`src/rtl/bios_wd_pkg.sv`:
```
// BIOS watchdog shared types.
// FSM state encoding and LPC command field values.
package bios_wd_pkg;

  typedef enum logic [1:0] {
    IDLE    = 2'd0,
    ARMED   = 2'd1,
    EXPIRED = 2'd2,
    DONE    = 2'd3
  } wd_state_t;

  localparam logic [1:0] CMD_DISABLE   = 2'b00;
  localparam logic [1:0] CMD_ARM       = 2'b01;
  localparam logic [1:0] CMD_KICK      = 2'b10;
  localparam logic [1:0] CMD_POST_DONE = 2'b11;

endpackage

```
`src/rtl/bios_watchdog_prescaler.sv`:
```
// Watchdog tick prescaler.
// Counts clocks while enabled; held at zero otherwise.
module wd_prescaler #(
  parameter int CLK_PER_TICK = 33_000_000
) (
  input  logic clk_i,
  input  logic rst_i,
  input  logic en_i,
  input  logic clr_i,
  output logic tick_o
);

  localparam int W = $clog2(CLK_PER_TICK);
  localparam logic [W-1:0] LAST = W'(CLK_PER_TICK - 1);

  logic [W-1:0] cnt_q;
  logic [W-1:0] cnt_d;

  assign tick_o = en_i && (cnt_q == LAST);

  // Next count: wrap on tick, zero when cleared or disabled.
  always_comb begin
    cnt_d = cnt_q + 1'b1;
    if (clr_i || !en_i || tick_o) begin
      cnt_d = '0;
    end
  end

  // Count register.
  always_ff @(posedge clk_i) begin
    if (rst_i) begin
      cnt_q <= '0;
    end else begin
      cnt_q <= cnt_d;
    end
  end

endmodule

```
`src/rtl/bios_watchdog.sv`:
```
// BIOS boot watchdog.
// Command decode, countdown FSM, failure count and swap request.
module bios_watchdog
  import bios_wd_pkg::*;
#(
  parameter int         CLK_PER_TICK    = 33_000_000,
  parameter bit         AUTO_ARM        = 1'b1,
  parameter logic [5:0] DEFAULT_TIMEOUT = 6'd60,
  parameter logic [1:0] SWAP_AFTER      = 2'd2
) (
  input  logic       LpcClock,
  input  logic       PciReset,
  input  logic       WriteBiosWD,
  input  logic [7:0] BiosRegister,
  output logic [1:0] WdState,
  output logic [5:0] WdRemain,
  output logic       WdTimeout,
  output logic [1:0] FailCount,
  output logic       BiosSwapReq,
  output logic       BiosOk
);

  wd_state_t  state_q, state_d;
  logic [5:0] remain_q, remain_d;
  logic [5:0] reload_q, reload_d;
  logic [1:0] fail_q, fail_d;
  logic       swap_q, swap_d;
  logic       to_q, to_d;
  logic       ok_q;
  logic       cmd_v_q;
  logic       tick;

  logic [1:0] cmd;
  logic [5:0] op;
  logic       armed;
  logic       do_dis, do_arm, do_kick, do_post, do_tick;

  assign cmd   = BiosRegister[7:6];
  assign op    = BiosRegister[5:0];
  assign armed = (state_q == ARMED);

  assign do_dis  = cmd_v_q && ((cmd == CMD_DISABLE) ||
                   ((cmd == CMD_ARM) && (op == 6'd0)));
  assign do_arm  = cmd_v_q && (cmd == CMD_ARM) && (op != 6'd0);
  assign do_kick = cmd_v_q && (cmd == CMD_KICK) && armed;
  assign do_post = cmd_v_q && (cmd == CMD_POST_DONE) && armed;
  assign do_tick = tick && !cmd_v_q;

  // Any command cycle restarts the tick phase; a coincident tick is lost.
  wd_prescaler #(
    .CLK_PER_TICK(CLK_PER_TICK)
  ) u_pre (
    .clk_i (LpcClock),
    .rst_i (PciReset),
    .en_i  (armed),
    .clr_i (cmd_v_q),
    .tick_o(tick)
  );

  // Next-state: commands take priority over the countdown.
  always_comb begin
    state_d  = state_q;
    remain_d = remain_q;
    reload_d = reload_q;
    fail_d   = fail_q;
    swap_d   = swap_q;
    to_d     = 1'b0;
    unique case (1'b1)
      do_dis: begin
        state_d  = IDLE;
        remain_d = 6'd0;
      end
      do_arm: begin
        state_d  = ARMED;
        remain_d = op;
        reload_d = op;
      end
      do_kick: begin
        remain_d = reload_q;
      end
      do_post: begin
        state_d = DONE;
      end
      do_tick: begin
        if (remain_q > 6'd1) begin
          remain_d = remain_q - 6'd1;
        end else begin
          remain_d = 6'd0;
          state_d  = EXPIRED;
          to_d     = 1'b1;
          fail_d   = (fail_q == 2'd3) ? 2'd3 : fail_q + 2'd1;
          swap_d   = swap_q || (fail_d >= SWAP_AFTER);
        end
      end
      default: begin
      end
    endcase
  end

  // State and output registers.
  always_ff @(posedge LpcClock) begin
    if (PciReset) begin
      cmd_v_q  <= 1'b0;
      reload_q <= DEFAULT_TIMEOUT;
      fail_q   <= 2'd0;
      swap_q   <= 1'b0;
      to_q     <= 1'b0;
      ok_q     <= 1'b0;
      if (AUTO_ARM) begin
        state_q  <= ARMED;
        remain_q <= DEFAULT_TIMEOUT;
      end else begin
        state_q  <= IDLE;
        remain_q <= 6'd0;
      end
    end else begin
      cmd_v_q  <= WriteBiosWD;
      state_q  <= state_d;
      remain_q <= remain_d;
      reload_q <= reload_d;
      fail_q   <= fail_d;
      swap_q   <= swap_d;
      to_q     <= to_d;
      ok_q     <= (state_d == DONE);
    end
  end

  assign WdState     = state_q;
  assign WdRemain    = remain_q;
  assign WdTimeout   = to_q;
  assign FailCount   = fail_q;
  assign BiosSwapReq = swap_q;
  assign BiosOk      = ok_q;

endmodule

```
`config.mk`:
```
export PLATFORM = sky130hd
export DESIGN_NAME = bios_watchdog
export DESIGN_NICKNAME = d
export VERILOG_FILES = /design/src/rtl/bios_wd_pkg.sv /design/src/rtl/bios_watchdog_prescaler.sv /design/src/rtl/bios_watchdog.sv
export SDC_FILE = /design/constraint.sdc
export NUM_CORES = 1
export LEC_CHECK = 0
export ABC_AREA = 1
export CAP_MARGIN = 5
export CORE_AREA = 10 10 81 83
export DETAILED_ROUTE_END_ITERATION = 16
export DIE_AREA = 0 0 91 93
export HOLD_SLACK_MARGIN = 0.1
export PLACE_DENSITY_LB_ADDON = 0.05
export SLEW_MARGIN = 15
export SYNTH_ARGS = -nofsm -noshare
export SYNTH_HDL_FRONTEND = slang
export SYNTH_HIERARCHICAL = 1
export SYNTH_SLANG_ARGS = --single-unit
```
`constraint.sdc`:
```
create_clock -name LpcClock -period 1.9 [get_ports LpcClock]
set_clock_uncertainty 0.2 [all_clocks]
set_input_delay 0.285 -clock LpcClock [delete_from_list [all_inputs] [get_ports LpcClock]]
set_output_delay 0.285 -clock LpcClock [all_outputs]
set_load 0.02 [all_outputs]
```
==> reports/metrics.yaml, run 1 <==
drtIter0Drc: 163
final_nets: 420
grt_pass1_wl_mm: 9.991
cp_top_family: "buffers and inverters"
grt_overflow: 0
fp-row-count: 26
core_area_um2: 5010
dp_cells: 467
die_w_um: 91
slew-limit-headroom_pct: 74.49
drcViolationCount: 0
synth_top_area_share_pct: 36.87
leakage_uw: 0.001141
antenna_found_initial: 0
placed_area_um2: 2873
drive_gt1_share_pct: 18.43
slowest_delay_ns: 0.64
numPortBuffers: 23
clk-insertion-delay-late_ns: 0.30
period_share_pct: 97.12
grt_pass1_vias: 2199
fillers: 524
instances_no_fill: 477
r2r_slack_ns: 0.12
cts_tree: "built"
synth_cells: 357
status: "finished, final reports clean"
report.final.slew_viol_count: 0
cp-start-kind: "flip-flop"
vias: 2290
netlist_area_um2: 2444
dp_hpwl_mm: 4.607
wire_per_inst_um: 12.17
criticalPathCategory: "reg2out"
hold_class: "reg2reg"
grt_max_degree: 26
start_util_pct: 48.78
worstPathRequired_ns: 1.41
ctsHtreeMaxLevel: 2
whs_ns: 0.2410
crit_start: "WdRemain[3]"
multi_input_area_um2: 1363
yosysSeqAreaShare_pct: 36.87
wl_mm: 5.803
dieArea_um2: 8463
path_max_fanout: 4
worstSetupEndpointType: "output port"
tightest_slew_ns: 0.3812
finalPower_uw: 1737
reg2reg_depth: 9
cp.depth: 1
yosys.area.top_type: "dfxtp_1"
synth.avg_cell_area_um2: 6.845
crit_buf_inv: 1
clk_path_buf_depth: 2
synthTopCellsByArea: "dfxtp_1 37%, nand2_1 14%, nor2_1 9.5%"
clock-sinks: 45
final_hold_viol_count: 0
io_pins: 24
layout_min_cycle_time_ns: 1.845
regToRegStartpoint: "u_pre/cnt_q[4]"
ff_latch_area_um2: 908.4
fp.dieH_um: 93
arrival_ns: 1.36
firstDrtPassIters: 4
syn-num-nets: 371
ys_ff_latch: 45
timing.critical_path.to: "WdRemain[3]"
ir_drop_v: 0.0004801
fmax_mhz: 541.9
maxCapViolCount: 0
setup_tns_ns: 0
worstReg2RegEnd: "FailCount[0]"
cts-root-buf: "clkbuf_8"
design_area_um2: 3004
n_antenna_cell: 0
gp_congestion: 0.9174
grtUsageTotal_pct: 14.06
rsz0062_at_grt: "yes"
power_density_nw_per_um2: 578.3
path_clk_slew_ns: 0.09
cts_made_buffers: 5
critPathSlowestCell: "clkdlybuf4s50_1"
path_cells: "clkdlybuf4s50_1"
via_per_inst: 4.801
ys_warn_count: 6
area_growth_pct: 22.94
synth_cell_types: 32
postRouteAntennaNets: 0
setup_violations: 0
-- cell usage in the layout, fill, tap and decap left out, types with 2 or more instances in the layout --
master            n
nand2_1          93
nor2_1           60
dfxtp_1          39
inv_1            37
nand3_1          27
clkdlybuf4s50_1  22
buf_4            22
a21oi_1          16
nor2_2           10
xor2_1            7
dfxtp_2           6
nand4_1           6
nand3_2           5
nand2_2           5
a21oi_2           5
clkbuf_8          5
inv_2             4
nor2_4            4
nand3b_1          4
xnor2_1           4
o21ai_0           3
nand2_4           2
o21bai_1          2
ha_1              2
clkbuf_1          2
or2_0             2
-- state kept, by name, summed over array words and instances, names as in the netlist --
register     cells
reload_q         6
WdTimeout        1
FailCount        2
BiosSwapReq      1
WdState          2
cmd_v_q          1
WdRemain         6
BiosOk           1
u_pre/cnt_q     25
-- logic make-up (layout without fill, tap and decap cells) --
logic type	Yosys count	count (layout)	share of synthesized area, %
buf+inv	46	96	8.294
xor+xnor	11	11	3.943
simple gates	223	223	41.94
flops	45	45	36.87
compound gates	29	29	7.424
fa+ha+maj	3	3	1.536
-- power breakdown --
group          internal [uW]  switching (uW)
logic                   71.2            93.1
clock network            261             332
registers                962            18.3
total                   1290             443
-- worst min path at each step --
stage | slack (ns) | depth (start not counted) | start | end
finish | 0.24 | 1 | u_pre/cnt_q[0] | u_pre/cnt_q[0]
global route | 0.26 | 1 | u_pre/cnt_q[0] | u_pre/cnt_q[0]
CTS | 0.27 | 2 | reload_q[1] | reload_q[1]
detailed placement | 0.26 | 1 | u_pre/cnt_q[0] | u_pre/cnt_q[0]
global placement | 0.24 | 1 | u_pre/cnt_q[0] | u_pre/cnt_q[0]
floorplan | 0.19 | 2 | WriteBiosWD | cmd_v_q
-- metal layers --
metal  vias up  global-route usage [%]  share of wire (%)
met5         -                       0                  0
met1      1026                   19.42                 52
met3         6                   3.757                4.8
met2        34                   21.12                 42
li1       1224                       -                  -
met4         0                   3.655               0.90
-- cell type report --
cell class              instances  share of cell area (%)
inverters                      43                   5.456
repair buffers                 45                   13.24
clock inverters                 1                  0.2499
clock buffers                   7                   2.541
well taps                      70                   2.915
flip-flops and latches         45                   30.24
multi-input cells             266                   45.36
-- metrics by stage --
step	utilization, %	worst slack [ns]
detailed placement	57.34	0.03048
floorplan	-	0.03593
CTS	59.14	0.01470
finish	59.97	0.05470
global placement	57.34	0.09142
global route	59.97	-0.02496
-- synth_stat cells (all sizes together) --
| cell | count |
|---|---|
| nor4 | 2 |
| nand3 | 32 |
| o21bai | 3 |
| xor2 | 7 |
| inv | 42 |
| clkbuf | 1 |
| buf | 2 |
| o21a | 1 |
| nand4 | 6 |
| o21ai | 4 |
| nand3b | 4 |
| nor3 | 2 |
| clkinv | 1 |
| nand2 | 100 |
| ha | 3 |
| dfxtp | 45 |
| a21oi | 21 |
| nor2 | 74 |
| or2 | 3 |
| xnor2 | 4 |
-- what timing repair did --
item	in CTS	in global routing
hold buffers	0	0
resized for setup	1	15
setup buffers	0	2
pin swaps	0	6
setup endpoints to repair	2	33
Note: power is estimated with default switching activity, not from simulation.
==> run 2, diff against run 1 <==
--- a/config.mk
+++ b/config.mk
@@ -17,3 +17,4 @@
 export SYNTH_HDL_FRONTEND = slang
 export SYNTH_HIERARCHICAL = 1
 export SYNTH_SLANG_ARGS = --single-unit
+export TNS_END_PERCENT = 20
==> reports/metrics.yaml, run 2 (same netlist as run 1, synthesis figures left out) <==
status: "finished, final reports clean"
path_clk_slew_ns: 0.08  # about the same
r2r_slack_ns: 0.11  # about the same
grt_pass1_vias: 2199  # unchanged
vias: 2300  # +0.44%
setup_violations: 0  # unchanged
cts-root-buf: "clkbuf_8"
wire_per_inst_um: 12.16  # about the same
tightest_slew_ns: 0.4002  # +0.01906 ns
ir_drop_v: 0.0004795  # -0.12%
dieArea_um2: 8463  # unchanged
rsz0062_at_grt: "yes"
cts_made_buffers: 5  # unchanged
antenna_found_initial: 0  # unchanged
worstPathRequired_ns: 1.41  # about the same
arrival_ns: 1.35  # about the same
path_max_fanout: 4  # unchanged
critPathSlowestCell: "clkdlybuf4s50_1"
numPortBuffers: 23  # unchanged
instances_no_fill: 477  # unchanged
cp-start-kind: "flip-flop"
die_w_um: 91  # unchanged
hold_buffers: 0  # unchanged
via_per_inst: 4.822  # +0.44%
final_nets: 420  # unchanged
slowest_delay_ns: 0.64  # about the same
fillers: 522  # -0.38%
dp_hpwl_mm: 4.607  # unchanged
report.final.slew_viol_count: 0  # unchanged
layout_min_cycle_time_ns: 1.838  # -0.007525 ns
final_common_cell: "nand2_1"
fp.dieH_um: 93  # unchanged
gp_congestion: 0.9174  # unchanged
core_area_um2: 5010  # unchanged
start_util_pct: 48.78  # unchanged
regToRegStartpoint: "u_pre/cnt_q[22]"
whs_ns: 0.2410  # -0.00004900 ns
reg2reg_depth: 9  # unchanged
final_cell_mix: "93 x nand2_1, 61 x nor2_1, 39 x dfxtp_1, 37 x inv_1, 27 x nand3_1"
period_share_pct: 96.72  # -0.40 points
hold_class: "reg2reg"
post-route-util_pct: 59.92  # about the same
clk_path_buf_depth: 2  # unchanged
grt_overflow: 0  # unchanged
clock-sinks: 45  # unchanged
fmax_mhz: 544.1  # +0.41%
cp_top_family: "buffers and inverters"
ctsHtreeMaxLevel: 2  # unchanged
hp-start: "u_pre/cnt_q[0]"
grtUsageTotal_pct: 14.06  # unchanged
leakage_uw: 0.001141  # about the same
path_cells: "clkdlybuf4s50_1"
slew-limit-headroom_pct: 73.22  # -1.3 points
firstDrtPassIters: 4  # unchanged
grt_pass1_wl_mm: 9.991  # unchanged
area_growth_pct: 22.84  # about the same
grt_max_degree: 26  # unchanged
criticalPathCategory: "reg2out"
finalPower_uw: 1737  # about the same
io_pins: 24  # unchanged
setup_tns_ns: 0  # unchanged
cts_tree: "built"
maxCapViolCount: 0  # unchanged
largest_reg_flops: 25  # unchanged
drtIter0Drc: 139  # -15%
postRouteAntennaNets: 0  # unchanged
drive_gt1_share_pct: 18.18  # -0.25 points
power_density_nw_per_um2: 578.6  # about the same
hold_path_depth: 1  # unchanged
drcViolationCount: 0  # unchanged
regMostFlops: "u_pre/cnt_q"
wl_mm: 5.802  # about the same
crit_buf_inv: 1  # unchanged
hold_path_end: "u_pre/cnt_q[0]"
clk-insertion-delay-late_ns: 0.30  # about the same
worstSetupEndpointType: "output port"
fp-row-count: 26  # unchanged
final_hold_viol_count: 0  # unchanged
worstReg2RegEnd: "FailCount[0]"
dp_cells: 467  # unchanged
n_antenna_cell: 0  # unchanged
-- run 2: cell type report --
cell class	count	area (um^2)	area share, %
flip-flops and latches	45	908.4	30.26
multi-input cells	266	1360	45.31
clock buffers	7	76.32	2.543
repair buffers	45	397.9	13.26
clock inverters	1	7.507	0.2501
inverters	43	163.9	5.461
well taps	70	87.58	2.918
-- run 2: per-layer routing --
metal	global-route usage (%)	up-vias	part of all wire (%)
met3	3.757	6	5.0
met2	21.12	43	42
met1	19.42	1027	52
met5	0	-	0
met4	3.655	0	0.90
li1	-	1224	-
-- run 2: repair_timing --
action	in CTS	in global routing
gates resized for setup	1	14
setup endpoints to repair	2	33
pin swaps	0	5
cloned	0	0
buffers inserted	0	2
-- run 2: report_power, final --
part / internal, uW / switching, uW / total (uW)
Sequential: 962 / 18.1 / 980
Combinational: 71.0 / 92.8 / 164
Clock: 261 / 332 / 593
Total: 1290 / 443 / 1740
-- run 2: worst max path at each step --
stage	from	to	slack, ns	depth (start not counted)
CTS	WdRemain[2]	WdRemain[2]	0.01	1
global placement	u_pre/cnt_q[4]	FailCount[0]	0.09	9
finish	WdRemain[3]	WdRemain[3]	0.06	1
detailed placement	WdState[0]	FailCount[0]	0.03	11
global route	WdState[0]	WdRemain[1]	-0.02	12
floorplan	WdState[0]	FailCount[0]	0.04	11
-- run 2: per-stage QoR --
stage               setup WS [ns]  area [um^2]
finish                    0.06223         3002
global route             -0.02296         3002
CTS                       0.01470         2963
detailed placement        0.03048         2873
global placement          0.09142         2873
floorplan                 0.03593         2444
